**config.mk**
```make
export PLATFORM = sky130hd
export DESIGN_NAME = mem_arbiter
export DESIGN_NICKNAME = d
export VERILOG_FILES = /design/src/rtl/mem_arbiter.sv
export SDC_FILE = /design/constraint.sdc
export NUM_CORES = 1
export LEC_CHECK = 0
export ABC_AREA = 1
export CORE_AREA = 2 2 104 106
export CTS_BUF_LIST = sky130_fd_sc_hd__clkbuf_16
export DETAILED_ROUTE_END_ITERATION = 10
export DIE_AREA = 0 0 106 108
export PLACE_DENSITY = 0.75
export SYNTH_ARGS = -nofsm -noshare
export SYNTH_HDL_FRONTEND = slang
export SYNTH_SLANG_ARGS = --single-unit
```
**constraint.sdc**
```tcl
create_clock -name CLK -period 1.3 [get_ports CLK]
set_clock_uncertainty 0.1 [all_clocks]
set_input_delay 0.13 -clock CLK [delete_from_list [all_inputs] [get_ports CLK]]
set_output_delay 0.13 -clock CLK [all_outputs]
set_load 0.05 [all_outputs]
```
**src/rtl/mem_arbiter.sv**
```systemverilog
// -----------------------------------------------------------------------------
// mem_arbiter
//
// Memory-side responder for the cache request interface. Two requesters share
// one RAM port:
//   - dcache : word reads and writes (dREN / dWEN, daddr, dstore)
//   - icache : word reads only       (iREN, iaddr)
//
// A three-state FSM (IDLE / DACC / IACC) picks one requester per access.
// Arbitration happens only in IDLE and is registered on the clock edge, so a
// request seen in cycle N drives the RAM strobe from cycle N+1. Every access
// returns to IDLE for one turnaround cycle before the next grant.
//
// The dcache normally wins. A starve counter counts consecutive dcache grants
// taken while iREN is pending. Once it reaches STARVE, the icache is forced in.
//
// The RAM-side outputs and the wait/load handshakes are driven
// combinationally from the registered state and the live request inputs.
// This gives:
//   - completion in the same cycle that ramready rises;
//   - strobes that drop in the same cycle a dcache request is withdrawn.
// In IDLE every output sits at its reset value, so an asynchronous reset
// (which forces IDLE) also returns all outputs to their reset values at once.
// -----------------------------------------------------------------------------
module mem_arbiter #(
    parameter int unsigned STARVE = 4,   // 1..15
    parameter int unsigned AW     = 32
) (
    input  logic          CLK,
    input  logic          nRST,
    // dcache side
    input  logic          dREN,
    input  logic          dWEN,
    input  logic [AW-1:0] daddr,
    input  logic [31:0]   dstore,
    output logic          dwait,
    output logic [31:0]   dload,
    // icache side
    input  logic          iREN,
    input  logic [AW-1:0] iaddr,
    output logic          iwait,
    output logic [31:0]   iload,
    // RAM side
    output logic          ramREN,
    output logic          ramWEN,
    output logic [AW-1:0] ramaddr,
    output logic [31:0]   ramstore,
    input  logic [31:0]   ramload,
    input  logic          ramready
);

    typedef enum logic [1:0] {
        IDLE = 2'd0,
        DACC = 2'd1,
        IACC = 2'd2
    } state_t;

    // Starve threshold at the counter's own width (STARVE never exceeds 15).
    localparam logic [3:0] STARVE_L = 4'(STARVE);

    state_t      state_r;
    state_t      state_s;
    logic [3:0]  starve_r;
    logic [3:0]  starve_s;

    logic        dreq_s;
    logic        ireq_s;
    logic        ddone_s;
    logic        idone_s;
    logic [AW-1:0] daddr_word_s;
    logic [AW-1:0] iaddr_word_s;

    // Byte-offset bits of the word addresses are deliberately dropped.
    logic        unused_addr_lsbs_s;

    // Request and completion qualifiers shared by the next-state and output logic.
    always_comb begin
        dreq_s       = dREN | dWEN;
        ireq_s       = iREN;
        // An access only completes if its requester is still asking for it.
        // A withdrawn request is an abort, even if ramready arrives with it.
        ddone_s      = (state_r == DACC) & dreq_s & ramready;
        idone_s      = (state_r == IACC) & ireq_s & ramready;
        daddr_word_s = {daddr[AW-1:2], 2'b00};
        iaddr_word_s = {iaddr[AW-1:2], 2'b00};
        unused_addr_lsbs_s = ^{daddr[1:0], iaddr[1:0]};
    end

    // State and starve-counter registers; async reset returns to IDLE with a clear counter.
    always_ff @(posedge CLK or negedge nRST) begin
        if (!nRST) begin
            state_r  <= IDLE;
            starve_r <= 4'd0;
        end else begin
            state_r  <= state_s;
            starve_r <= starve_s;
        end
    end

    // Next-state arbitration and starve-counter update.
    always_comb begin
        state_s  = state_r;
        starve_s = starve_r;
        case (state_r)
            IDLE: begin
                // Starvation is only tracked while the icache is actually waiting.
                if (!ireq_s) begin
                    starve_s = 4'd0;
                end else begin
                    starve_s = starve_r;
                end

                if (dreq_s && !ireq_s) begin
                    state_s = DACC;
                end else if (ireq_s && !dreq_s) begin
                    state_s  = IACC;
                    starve_s = 4'd0;
                end else if (dreq_s && ireq_s) begin
                    if (starve_r < STARVE_L) begin
                        // The dcache keeps priority.
                        // The counter cannot pass STARVE_L, so it saturates.
                        state_s  = DACC;
                        starve_s = starve_r + 4'd1;
                    end else begin
                        state_s  = IACC;
                        starve_s = 4'd0;
                    end
                end else begin
                    state_s = IDLE;
                end
            end

            DACC: begin
                // Leave on completion or on abort (request withdrawn).
                if (!dreq_s || ramready) begin
                    state_s = IDLE;
                end else begin
                    state_s = DACC;
                end
            end

            IACC: begin
                if (!ireq_s || ramready) begin
                    state_s = IDLE;
                end else begin
                    state_s = IACC;
                end
            end

            default: begin
                state_s  = IDLE;
                starve_s = 4'd0;
            end
        endcase
    end

    // RAM port and cache handshakes.
    // IDLE leaves everything at reset values; the granted source passes through.
    always_comb begin
        dwait    = 1'b1;
        iwait    = 1'b1;
        dload    = 32'd0;
        iload    = 32'd0;
        ramREN   = 1'b0;
        ramWEN   = 1'b0;
        ramaddr  = {AW{1'b0}};
        ramstore = 32'd0;
        case (state_r)
            IDLE: begin
                // ramready arriving here is ignored: no handshake is produced.
                dwait = 1'b1;
                iwait = 1'b1;
            end

            DACC: begin
                ramaddr  = daddr_word_s;
                ramstore = dstore;
                // A write takes precedence when both strobes are asserted.
                ramWEN   = dWEN;
                ramREN   = dREN & ~dWEN;
                if (ddone_s) begin
                    dwait = 1'b0;
                    dload = ramload;
                end else begin
                    dwait = 1'b1;
                    dload = 32'd0;
                end
            end

            IACC: begin
                ramaddr = iaddr_word_s;
                ramREN  = 1'b1;
                if (idone_s) begin
                    iwait = 1'b0;
                    iload = ramload;
                end else begin
                    iwait = 1'b1;
                    iload = 32'd0;
                end
            end

            default: begin
                dwait = 1'b1;
                iwait = 1'b1;
            end
        endcase
    end

endmodule

```
### Yosys cells after proc, flatten, opt, wreduce, memory -nomap -nowiden

Cells that the tools add are included.

| operators by class | value |
|---|---|
| add/sub/neg operators | 1 |
| order comparisons | 1 |
| eq/ne operators | 2 |
| muxes and demuxes | 25 |
| bitwise operators | 7 |
| reductions and logical operators | 9 |

Operators with widths:

| operator | count |
|---|---|
| two-way mux 32 bit | 5 |
| case mux 32 bit (2 select lines) | 1 |
| two-way mux 4 bit | 5 |
| two-way mux 2 bit | 5 |
| case mux 4 bit (2 select lines) | 1 |
| two-way mux 1 bit | 6 |
| case mux 2 bit (3 select lines) | 1 |
| bitwise AND 1 bit | 5 |
| adder 4 x 1 -> 4 bit (second input constant) | 1 |
| less-than comparator 4 x 3 -> 1 bit (second input constant) | 1 |
| logical AND 1 bit | 3 |
| == test 2 x 1 -> 1 bit (second input constant) | 1 |
| == test 2 bit (second input constant) | 1 |
| zero test 1 bit | 2 |
| zero test 2 bit | 1 |
| logical OR 1 bit | 2 |
| case mux 1 bit (2 select lines) | 1 |
| OR reduction 2 bit | 1 |
| NOT 1 bit | 1 |
| bitwise OR 1 bit | 1 |

| word-level totals | value |
|---|---|
| flip-flop bits (word level) | 6 |
| bits of input ports | 134 |
| output and inout port bits | 132 |
| logic and storage cells | 47 |

### Longest topological paths before layout

| depth | value |
|---|---|
| word-level depth | 6 |
| mapped depth | 6 |
| gate-level depth less buffers | 6 |

### Least setup slack after synthesis

Ideal clock, no wire load.

| path | value |
|---|---|
| path kind | register to output |
| start | register state_r[0] |
| end | output ramaddr[10] |
| arrival time | 1.803 ns |
| required time | 1.070 ns |
| path slack | -0.733 ns |
| stages on the path, launching flop included | 6 |
| buffers on the path | 1 |
| cell sequence | dfrtp_1 inv_1 ha_1 inv_1 clkbuf_1 a21oi_1 |

| between the ends | value |
|---|---|
| longest elaborated chain between the ends | 2 |
| elaborated cells on any way between the ends | 3 |
| classes of those cells | eq/ne: 2; mux: 1 |

RTL lines:

| item | RTL line | source |
|---|---|---|
| from (decl) | 61 | `state_t state_r;` |
| from (signal assigned) | 95 | `state_r <= state_s;` |
| == test 2 bit or == test 2 x 1 -> 1 bit (tied branches) | 168 | `case (state_r)` |
| case mux 32 bit (2 select lines) (*) | 168 |  |
| to (decl) | 46 | `output logic [AW-1:0] ramaddr,` |

Mark *: on every way between the ends. The rest lies on a longest branch, timed or not.

### Worst setup path after layout

| path | value |
|---|---|
| start | register state_r[0] |
| end | output iload[22] |

| between the ends | value |
|---|---|
| longest elaborated chain between the ends | 5 |

RTL lines:

| item | RTL line | source |
|---|---|---|
| == test 2 bit (*) | 83, 168 |  |
| bitwise AND 1 bit (2 in series) | 83 | `idone_s = (state_r == IACC) & ireq_s & ramready;` |
| two-way mux 32 bit | 193 | `if (idone_s) begin` |
| two-way mux 32 bit (*) | 168 |  |
| to (decl) | 42 | `output logic [31:0] iload,` |

Marks and branches as above.

==> reports/metrics.yaml <==
synth_top_area_share_pct: 26.0
switching_share_pct: 54.7
cp.arrival_ps: 1590
start_util_pct: 14.8
io_buffer_count: 259
h-tree-depth: 1
min_period_ps: 1820
rsz0062_at_grt: "true"
cts_hold_buf: 0
maxSlewViolCount: 0
tns_ps: -59800
io_pins: 266
yosysWarnings: 0
fp.dieH_microns: 108
p_comb_share_pct: 92.9
wl_mm: 12.5
seq_area_frac_synth_pct: 9.92
multi_input_area_sq_um: 2000
clk_pin_slew_ps: 30
final_util_pct: 68.8
finalHoldViolations: 0
violations: "setup timing"
drt_iter0_drc: 119
ys_async_sr_fraction_pct: 100
power_switching_uw: 5990
fmax_mhz: 550
clock_power_share_pct: 4.5
cap_violations: 0
core_sq_um: 10200
rows: 37
nFillCells: 714
via_count: 3051
mappedNetlistArea_sq_um: 1510
synth_top_area_cell: "nand2_1"
vdd_drop_max_v: 0.00124
fin_ws_ps: -518
wl_per_cell_microns: 17.1
ant_nets: 0
register_area_sq_um: 151
worst-path-max-fanout: 15
die-area_sq_um: 11400
yosys.cell_count.top_type: "nand2_1"
cts.path.max_buffers: 2
yosysUniqueCellTypes: 14
finalCritPeriodShare_pct: 140
cts_tree: "done"
grt_max_degree: 32
place_congestion: 0.889
crit_path_end_kind: "primary output"
synth-seq-cells: 6
syn_area_per_cell_sq_um: 4.64
dpl_worst_slack_ps: -417
p_int_uw: 4970
antenna_cells: 0
outcome: "finished, violations left"
placedCellCount: 721
antenna_found_initial: 0
drive_gt1_share_pct: 57.3
drc: 0
finalSetupViolCount: 133
grt_pass1_vias: 3325
drtPass1Iterations: 4
area_growth_pct: 365
hpwl_mm: 10.6
dpl-instance-area_sq_um: 6620
hold_class: "in2async"
required_ps: 1070
clock-sinks: 6
cts_buffers: 3
power_frac_seq_pct: 2.6
pwr_density_cell_nw_per_um2: 1560
cts-root-buf: "clkbuf_16"
final_cells: 728
grt_pass1_wl_mm: 18.4
p_leak_uw: 0.00265
grt_usage_pct: 20.7
synth_edf_count: 0
ys_top_cells_by_count: "nand2_1, inv_1, nor2_1"
ys_top_cells_by_area: "nand2_1, inv_1, nor2_1"
nets: 733
crit_type: "reg2out"
final_cell_area_sq_um: 7040
clock_latency_ps: 230
startpoint_type: "flip-flop"
die_x_microns: 106
synthCells: 326
avgViaCountPerCell: 4.19
grt-ovfl-total: 0
ys.flop_type: "dfrtp_1"
## registers in the layout (all words and copies together), names as in the netlist
name	cells
starve_r	4
state_r	2
## final timing paths
kind                                           endpoint  slack [ps]  cells past startpoint                     from
worst max-delay path                          iload[22]        -520                      6     state_r[0]$_DFF_PN0_
min in group CLK                starve_r[1]$_DFFE_PN0N_         390                      2  starve_r[1]$_DFFE_PN0N_
worst min register to register  starve_r[1]$_DFFE_PN0N_         390                      2  starve_r[1]$_DFFE_PN0N_
max in group asynchronous          state_r[0]$_DFF_PN0_         810                      1                     nRST
worst min-delay path            starve_r[0]$_DFFE_PN0N_          50                      1                     nRST
worst max register to register  starve_r[0]$_DFFE_PN0N_        -100                      7     state_r[1]$_DFF_PN0_
## critical path, cell delays in order, from the launching register on
cell and delay (ps):
dfrtp_2 440, inv_4 90, ha_4 200, nand3_4 120, buf_12 200, nor2_4 140, buf_12 140
## per-stage QoR
step / power, uW / hold slack [ps]
detailed placement: 9770 / 297
floorplan: 5820 / -266
global placement: 9600 / 278
finish: 11000 / 51.0
global route: 11300 / 76.0
CTS: 11000 / 57.1
## layout make-up
class | instances | area share [%]
inverters | 77 | 6.13
repair buffers | 284 | 59.8
flip-flops and latches | 6 | 2.15
well taps | 136 | 2.42
clock buffers | 3 | 1.07
multi-input cells | 222 | 28.4
## cells in the final DEF (no fill, tap or decap)
cell | netlist | final
nand3_2 | 2 | 3
nand2_4 | 0 | 11
buf_4 | 5 | 12
inv_16 | 0 | 1
inv_1 | 77 | 41
clkinvlp_4 | 0 | 33
dfrtp_1 | 6 | 5
buf_6 | 3 | 4
a21oi_4 | 0 | 31
nor2_1 | 68 | 3
nand3_1 | 6 | 3
nand2_1 | 105 | 67
o21ai_0 | 1 | 1
buf_12 | 0 | 137
dfrtp_2 | 0 | 1
nand3_4 | 0 | 2
inv_2 | 0 | 1
clkbuf_16 | 0 | 4
inv_4 | 0 | 1
clkdlybuf4s50_1 | 0 | 129
conb_1 | 1 | 2
nor2_4 | 0 | 65
nand2_2 | 0 | 27
buf_8 | 0 | 1
ha_4 | 0 | 3
ha_1 | 5 | 2
a21oi_2 | 0 | 2
## cell families after synthesis
kind of cell	after synthesis	share of synthesized area (%)
other cells	1	0.248
compound gates	34	11.2
buf+inv	99	28.3
simple gates	181	46.2
flops	6	9.92
fa+ha+maj	5	4.13
## power by group through the flow
stage	logic, uW	clock network (uW)	registers [uW]
6_report	10200	490	285
3_3_place_gp	9340	0	264
4_1_cts	10200	504	285
2_1_floorplan	5560	0	263
5_1_grt	10500	516	291
3_5_place_dp	9500	0	270
## layer usage
layer	GRT usage, %	up-vias	part of all wire, %
li1	-	1463	-
met1	19.2	1440	31
met2	44.3	126	60
met3	5.30	22	6.8
met4	4.89	0	2.7
met5	0	-	0
## what timing repair did
item | in CTS | in global routing
endpoints found under the setup margin | 134 | 136
gates cloned | 1 | 1
hold endpoints to repair | 0 | 0
resized for setup | 71 | 10
pin swaps | 8 | 3
setup buffers | 2 | 1
Note: power is estimated with default switching activity, not from simulation.
